==> src/rtl/serial_alu_seq.sv <==
// serial_alu_seq
//   Bit-serial sequencer wrapped around a single external alu_1bit slice.
//   An accepted start latches op_a, op_b and alu_ctl. The slice is then driven
//   one bit per clock, LSB first, with the carry held in a register between
//   bits. After WIDTH bits the word result and the zero, overflow and carry
//   flags are committed together, and done pulses for one cycle.
//
// Ports
//   clk, reset         rising-edge clock; asynchronous active-high reset
//   start              request, sampled only while busy=0
//   op_a, op_b         WIDTH-bit operands, latched on an accepted start
//   alu_ctl            {ainvert, bnegate, sel[1:0]}, latched on an accepted start
//   busy, done         busy while processing a word; done pulses on commit
//   result             last committed result
//   zero               committed result == 0
//   overflow           signed overflow of the add/sub path (0 for logic ops)
//   carry_out          cout of the MSB slice
//   s_a .. s_op        slice-facing drive, combinational from registers
//   s_result, s_cout   slice outputs
module serial_alu_seq #(
    parameter int WIDTH = 32,
    parameter int CNT_W = 5
) (
    input  logic             clk,
    input  logic             reset,
    input  logic             start,
    input  logic [WIDTH-1:0] op_a,
    input  logic [WIDTH-1:0] op_b,
    input  logic [3:0]       alu_ctl,
    output logic             busy,
    output logic             done,
    output logic [WIDTH-1:0] result,
    output logic             zero,
    output logic             overflow,
    output logic             carry_out,
    output logic             s_a,
    output logic             s_b,
    output logic             s_cin,
    output logic             s_ainvert,
    output logic             s_bnegate,
    output logic             s_less,
    output logic [2:0]       s_op,
    input  logic             s_result,
    input  logic             s_cout
);

    localparam logic [CNT_W-1:0] LAST = CNT_W'(WIDTH - 1);

    typedef enum logic [1:0] {
        IDLE = 2'd0,
        RUN  = 2'd1,
        DONE = 2'd2
    } state_t;

    state_t           state;
    state_t           next_state;
    logic             accept;
    logic             last_bit;

    logic [WIDTH-1:0] a_reg;
    logic [WIDTH-1:0] b_reg;
    logic [3:0]       ctl_reg;
    logic [CNT_W-1:0] idx;
    logic             carry_reg;
    logic [WIDTH-1:0] shift_reg;

    logic [WIDTH-1:0] final_bits;
    logic             arith;
    logic             ovf_next;
    logic [WIDTH-1:0] result_next;

    // Slice drive. SLT sweeps the sum path with b negated; the slice's LESS
    // input is never used, the set bit is rebuilt from the MSB sum at commit.
    assign s_a       = a_reg[idx];
    assign s_b       = b_reg[idx];
    assign s_ainvert = ctl_reg[3];
    assign s_bnegate = ctl_reg[2] | (ctl_reg[1:0] == 2'b11);
    assign s_cin     = (idx == '0) ? s_bnegate : carry_reg;
    assign s_less    = 1'b0;

    always_comb begin
        s_op = 3'b100;
        case (ctl_reg[1:0])
            2'b00:   s_op = 3'b000;
            2'b01:   s_op = 3'b001;
            default: s_op = 3'b100;
        endcase
    end

    // Commit values, meaningful on the final RUN edge. carry_reg still holds
    // the carry into the MSB there, s_cout is the carry out of it.
    assign last_bit    = (idx == LAST);
    assign final_bits  = {s_result, shift_reg[WIDTH-2:0]};
    assign arith       = ctl_reg[1];
    assign ovf_next    = arith & (carry_reg ^ s_cout);
    assign result_next = (ctl_reg[1:0] == 2'b11)
                         ? {{(WIDTH-1){1'b0}}, s_result ^ ovf_next}
                         : final_bits;

    always_ff @(posedge clk or posedge reset) begin
        if (reset) state <= IDLE;
        else       state <= next_state;
    end

    always_comb begin
        next_state = state;
        accept     = 1'b0;
        busy       = 1'b0;
        done       = 1'b0;
        case (state)
            IDLE: begin
                if (start) begin
                    accept     = 1'b1;
                    next_state = RUN;
                end
            end
            RUN: begin
                busy = 1'b1;
                if (last_bit) next_state = DONE;
            end
            DONE: begin
                done = 1'b1;
                if (start) begin
                    accept     = 1'b1;
                    next_state = RUN;
                end else begin
                    next_state = IDLE;
                end
            end
            default: next_state = IDLE;
        endcase
    end

    always_ff @(posedge clk or posedge reset) begin
        if (reset) begin
            a_reg     <= '0;
            b_reg     <= '0;
            ctl_reg   <= '0;
            idx       <= '0;
            carry_reg <= 1'b0;
            shift_reg <= '0;
            result    <= '0;
            zero      <= 1'b0;
            overflow  <= 1'b0;
            carry_out <= 1'b0;
        end else if (accept) begin
            a_reg     <= op_a;
            b_reg     <= op_b;
            ctl_reg   <= alu_ctl;
            idx       <= '0;
            carry_reg <= 1'b0;
        end else if (state == RUN) begin
            shift_reg[idx] <= s_result;
            carry_reg      <= s_cout;
            if (last_bit) begin
                idx       <= '0;
                result    <= result_next;
                zero      <= (result_next == '0);
                overflow  <= ovf_next;
                carry_out <= s_cout;
            end else begin
                idx <= idx + CNT_W'(1);
            end
        end
    end

endmodule
==> config.mk <==
export PLATFORM = sky130hd
export DESIGN_NAME = serial_alu_seq
export DESIGN_NICKNAME = d
export VERILOG_FILES = /design/src/rtl/serial_alu_seq.sv
export SDC_FILE = /design/constraint.sdc
export NUM_CORES = 1
export LEC_CHECK = 0
export ABC_AREA = 0
export BUFFER_PORTS_ARGS = -buffer_cell sky130_fd_sc_hd__buf_2
export CORE_MARGIN = 3
export CORE_UTILIZATION = 60
export CTS_CLUSTER_SIZE = 10
export DETAILED_ROUTE_END_ITERATION = 10
export PLACE_DENSITY = 0.85
export SLEW_MARGIN = 20
export SYNTH_ARGS = -nofsm -noshare
export SYNTH_HDL_FRONTEND = slang
export SYNTH_SLANG_ARGS = --single-unit
==> constraint.sdc <==
create_clock -name clk -period 7.5 [get_ports clk]
set_clock_uncertainty 0.1 [all_clocks]
set_input_delay 0.375 -clock clk [delete_from_list [all_inputs] [get_ports clk]]
set_output_delay 0.375 -clock clk [all_outputs]
set_load 0.02 [all_outputs]
==> out/qor.csv, run 1 <==
metric,value,unit
postLayoutSetupSlackWorst,4.32,ns
dominantRegCellSynth,dfrtp_1,
cts_hold_buf,53,
first_iter_violations,259,
hpwlAfterDp,9210,um
arrival,2.70,ns
synth_area_leaders,"dfrtp_1 (56%), mux2_2 (18%), nand2_1 (4.3%)",
synth_most_common_cell,dfrtp_1,
clock_tree_from_tritoncts,done,
fp-row-count,36,
edff_count_synth,0,
critPathCaptureType,output pin,
design.final.nets,759,
reg2reg_from,idx[0]$_DFFE_PP0P_,
clock_path_buffers,2,
clock_tree.htree_level_count,4,
p_leak,0.00373,uW
report.final.hold_viol_count,0,
detail_route.vias_per_cell,5.68,
ys_seq_area_frac,0.562,
criticalPathCategory,reg -> out,
dominant_combinational_cell_family_by_area_after_synthesis,multiplexers,
area_growth,28.0,%
slowest_cell_on_the_critical_path,dfrtp_1,
number_of_buffers_and_inverters_on_the_critical_path,1,
design.core.area,10000,um2
setup_viol,0,
drive_gt1_frac,0.381,
share_of_synthesized_registers_carrying_an_async_set_or_reset,1.00,
hold_path.class,in -> reg,
slew_headroom,0.302,
crit_required,7.03,ns
worstSetupStartpoint,idx[0]$_DFFE_PP0P_,
die_span_y,109,um
initial_utilization,0.632,
flops_latches_synth,142,
grt.total_usage,0.266,
syn-instance-count,518,
globalRouteOverflowTotal,0,
drt_wirelength,15100,um
synthesis.area_per_instance,12.2,um2
cts_resized,0,
tns,0,ns
fmaxAchievable,315,MHz
pwr_density_cell,399,nW/um2
outcome,completed,
ordered_cell_list_for_the_critical_path,mux4_1 > a22o_1 > a221oi_2 > o21ai_1 > buf_2,
place_congestion,0.821,
hold_path.startpoint,op_b[7],
remaining_drc_errors,0,
max-vdd-ir-drop,0.216,mV
first_pass_iters,5,
cell_area_after_technology_mapping,6320,um2
synth.area.mux_share,0.236,
yosys.area_share.simple,0.104,
yosysTopAreaCell,dfrtp_1,
clk_pin_slew,0.06,ns
synth.top_cell.area_share,0.562,
synth_compound_area_frac,0.0555,
pin_count_of_the_biggest_net_entering_global_routing,81,
critical-path-top-delay-family,flip-flops,
number_of_global_route_vias_before_repair,4979,
routed_wire_length_per_instance,18.3,um
yosys-top-cells-count,"dfrtp_1 (142), mux2_2 (101), nand2_1 (73), o21ai_0 (37), nor2_1 (33)",
place_ws,4.45,ns
final_min_period_over_clock_period,0.424,
floorplan.die_area,11800,um2
cp_max_fo,16,
grt_setup_unrepaired,no,
num_antenna_cells,0,
synthDistinctLibCells,37,
synthXorXnorAreaFrac,0.00139,
worst_slew_pin_slew,1.04,ns
synth-warning-count,0,
slew_viol_final,0,
io_buffer_count,116,
design.portCount,119,
timing.final.crit_period,3.18,ns
die-width,109,um
drt.antenna.violating_nets,0,
post_cts_buffers,0,
number_of_antenna_violations_at_the_first_check_in_global_routing,0,
num_vias,4688,
root_buffer,clkbuf_8,
maxCapViolations,0,
tritoncts_num_sinks,142,
cts_inserted_buffers,17,
adder_cell_fraction_of_synth_area,0.00990,
grt_first_pass_wirelength,24000,um
clock_latency,0.52,ns
crit_path_max_incr_delay,0.82,ns
timing.critical_path.from_type,flip-flop,
[final cells by class]
| cell class | count | area, um2 |
|---|---|---|
| clock buffer | 19 | 432 |
| clock inverter | 12 | 136 |
| fill | 560 | 1920 |
| inverter | 4 | 20.0 |
| multi-input combinational | 338 | 2580 |
| sequential | 142 | 3550 |
| tap | 133 | 166 |
| timing repair buffer | 178 | 1190 |
[through the flow]
step	total power, uW	hold slack [ns]	instances	instance area (um2)	util
2_1_floorplan	2080	0.370	519	6320	-
3_3_place_gp	2310	0.358	736	6930	0.693
3_5_place_dp	2370	0.366	736	6930	0.693
4_1_cts	3210	0.000469	820	8020	0.802
5_1_grt	3400	0.000357	826	8080	0.808
6_report	3230	0.00425	826	8080	0.808
[where the power goes]
part | internal [uW] | switching, uW | leakage, uW
combinational | 541 | 550 | 0.00175
clock | 483 | 323 | 0.000271
sequential | 1090 | 246 | 0.00170
total | 2110 | 1120 | 0.00373
[final timing paths]
path / to / slack [ns] / depth (start not counted)
setup / recovery: s_b / 4.32 / 5
hold / removal: b_reg[7]$_DFFE_PP0P_ / 0.004 / 2
setup reg to reg: zero$_DFFE_PP0P_ / 4.38 / 6
hold reg to reg: result[17]$_DFFE_PP0P_ / 0.38 / 2
max in group asynchronous: a_reg[20]$_DFFE_PP0P_ / 5.63 / 4
min in group asynchronous: ctl_reg[0]$_DFFE_PP0P_ / 0.40 / 3
[routing by layer]
| layer | routed length (um) | track usage |
|---|---|---|
| met1 | 5960 | 0.307 |
| met2 | 8130 | 0.478 |
| met3 | 818 | 0.0693 |
| met4 | 241 | 0.0920 |
| met5 | 0 | 0 |
[layout by cell type, fill, tap and decap left out, types with 4 or more instances in the layout]
| cell type | instances |
|---|---|
| dfrtp_1 | 142 |
| buf_2 | 116 |
| mux2_2 | 101 |
| nand2_1 | 72 |
| dlygate4sd3_1 | 59 |
| o21ai_0 | 37 |
| nor2_1 | 33 |
| mux2i_1 | 16 |
| clkbuf_16 | 16 |
| o22ai_1 | 8 |
| nand3_1 | 7 |
| nor4_1 | 7 |
| a22o_1 | 6 |
| nor3_1 | 6 |
| mux4_2 | 5 |
| ha_1 | 5 |
| inv_6 | 4 |
[cells by family (layout without fill, tap and decap cells)]
logic type | count (synthesis) | in the layout
AND/OR/NAND/NOR | 147 | 147
flip-flops | 142 | 142
multiplexers | 125 | 125
AO/OA/AOI/OAI | 58 | 58
buffers and inverters | 39 | 213
adder cells (fa/ha/maj) | 5 | 5
other | 1 | 2
XOR/XNOR | 1 | 1
Note: power is estimated with default switching activity, not from simulation.
==> run 2, diff against run 1 <==
--- a/config.mk
+++ b/config.mk
@@ -8,10 +8,10 @@
 export ABC_AREA = 0
 export BUFFER_PORTS_ARGS = -buffer_cell sky130_fd_sc_hd__buf_2
 export CORE_MARGIN = 3
-export CORE_UTILIZATION = 60
+export CORE_UTILIZATION = 50
 export CTS_CLUSTER_SIZE = 10
 export DETAILED_ROUTE_END_ITERATION = 10
-export PLACE_DENSITY = 0.85
+export PLACE_DENSITY = 0.76
 export SLEW_MARGIN = 20
 export SYNTH_ARGS = -nofsm -noshare
 export SYNTH_HDL_FRONTEND = slang
==> constraint.sdc (replaced) <==
create_clock -name clk -period 2.6 [get_ports clk]
set_clock_uncertainty 0.1 [all_clocks]
set_input_delay 0.13 -clock clk [delete_from_list [all_inputs] [get_ports clk]]
set_output_delay 0.13 -clock clk [all_outputs]
set_load 0.02 [all_outputs]
==> out/qor.csv, run 2 (same netlist as run 1, synthesis figures left out) <==
metric,value,unit
clock_path_buffers,2,
root_buffer,clkbuf_16,
p_comb_frac,0.342,
report.final.hold_viol_count,0,
most-common-layout-cells,"dfrtp_1 (141), buf_2 (116), mux2_2 (101)",
globalRouteOverflowTotal,0,
hpwlAfterDp,9670,um
arrival,2.22,ns
p_leak,0.00383,uW
setup_viol,0,
die-width,118,um
place_congestion,0.768,
hold_path.class,in -> reg,
fmaxAchievable,407,MHz
pin_count_of_the_biggest_net_entering_global_routing,73,
criticalPathCategory,reg -> out,
routed_wire_length_per_instance,16.8,um
grt.total_usage,0.220,
cts_inserted_buffers,17,
place_ws,0.542,ns
fill_cells,898,
grt_first_pass_wirelength,24600,um
drt_wirelength,14800,um
worst_hold_path.endpoint,result[31]$_DFFE_PP0P_,
pwr_density_cell,1120,nW/um2
design.core.area,12200,um2
io_buffer_count,116,
layout.cells.most_common,dfrtp_1,
swShare,0.326,
remaining_drc_errors,0,
worst_slew_pin_slew,0.603,ns
clock_tree.htree_level_count,4,
timing.critical_path.from_type,flip-flop,
layout.cells.non_filler,879,
hold_path.startpoint,s_result,
hold_path_depth,3,
slowest_cell_on_the_critical_path,or3b_2,
timing.reg2reg.worst_path_depth,7,
grt_setup_unrepaired,no,
power.share.clock,0.258,
clk_pin_slew,0.05,ns
design.final.nets,777,
tritoncts_num_sinks,142,
slew_headroom,0.597,
crit_required,2.37,ns
slew_viol_final,0,
area_growth,32.1,%
number_of_antenna_violations_at_the_first_check_in_global_routing,0,
netSwitchingPower,3050,uW
outcome,completed,
ordered_cell_list_for_the_critical_path,or3b_2 > o22ai_1 > nor3_1 > o21ai_1 > buf_2,
first_pass_iters,4,
first_iter_violations,229,
final_min_period_over_clock_period,0.944,
multiInputGateArea,2580,um2
timing.final.crit_period,2.45,ns
num_antenna_cells,0,
drt.antenna.violating_nets,0,
tns,0,ns
number_of_global_route_vias_before_repair,4976,
setup.reg_to_reg.worst_slack,0.52,ns
drive_gt1_frac,0.378,
critPathCaptureType,output pin,
seq_area,3550,um2
seqPwrFrac,0.400,
max-vdd-ir-drop,0.740,mV
worst_r2r_endpoint,result[26]$_DFFE_PP0P_,
maxCapViolations,0,
clock_latency,0.42,ns
design.portCount,119,
postLayoutSetupSlackWorst,0.146,ns
cp_max_fo,12,
crit_path_max_incr_delay,0.63,ns
die_span_y,118,um
cell_internal_power_dissipation,6320,uW
fp-row-count,40,
placed_cells_incl_taps,778,
reg2reg_from,idx[0]$_DFFE_PP0P_,
floorplan.die_area,14000,um2
detail_route.vias_per_cell,5.23,
clock_tree_from_tritoncts,done,
initial_utilization,0.519,
num_vias,4593,
[run 2: worst max-delay path, delay by kind of cell (launching register included)]
family	cells	cell delay [ns]
simple gates	2	0.71
flops	1	0.54
compound gates	2	0.36
buf+inv	1	0.19
[run 2: cell type report]
type | count | area share
Clock inverter | 7 | 0.0132
Timing Repair Buffer | 196 | 0.166
Multi-Input combinational cell | 338 | 0.310
Tap cell | 168 | 0.0252
Clock buffer | 24 | 0.0577
Sequential cell | 142 | 0.426
Inverter | 4 | 0.00225
[run 2: how the worst max path moves through the flow]
stage                                         to                from  depth (start not counted)
final                                        s_b  idx[4]$_DFFE_PP0P_                          5
after global routing                         s_b  idx[1]$_DFFE_PP0P_                          6
after CTS                                    s_a  idx[0]$_DFFE_PP0P_                          6
after detailed placement  result[18]$_DFFE_PP0P_  idx[0]$_DFFE_PP0P_                          6
after global placement                       s_b  idx[0]$_DFFE_PP0P_                          6
after floorplan             a_reg[0]$_DFFE_PP0P_               reset                          1
[run 2: layer usage]
| metal | track usage | part of all wire |
|---|---|---|
| met1 | 0.266 | 0.41 |
| met2 | 0.378 | 0.52 |
| met3 | 0.0679 | 0.053 |
| met4 | 0.0710 | 0.015 |
| met5 | 0 | 0 |
[run 2: power by group through the flow]
stage          Sequential [uW]  Combinational, uW  Clock (uW)
2_1_floorplan             3700               2310           0
3_3_place_gp              3720               3010           0
3_5_place_dp              3770               3130           0
4_1_cts                   3740               3220        2460
5_1_grt                   3870               3520        2560
6_report                  3750               3200        2420
[run 2: through the flow]
| stage | hold WS [ns] | total power [uW] | area (um2) | utilization |
|---|---|---|---|---|
| 3_5_place_dp | 0.0636 | 6900 | 7050 | 0.579 |
| 4_1_cts | 0.116 | 9420 | 8340 | 0.686 |
| 2_1_floorplan | 0.170 | 6010 | 6320 | - |
| 5_1_grt | 0.159 | 9950 | 8340 | 0.686 |
| 6_report | 0.148 | 9370 | 8340 | 0.686 |
| 3_3_place_gp | 0.0644 | 6730 | 7050 | 0.579 |
[run 2: what timing repair did]
action	in CTS	in global routing
gates resized for setup	0	2
hold buffers	70	0
buffers inserted	0	0
hold endpoints to repair	97	0
setup endpoints to repair	0	1
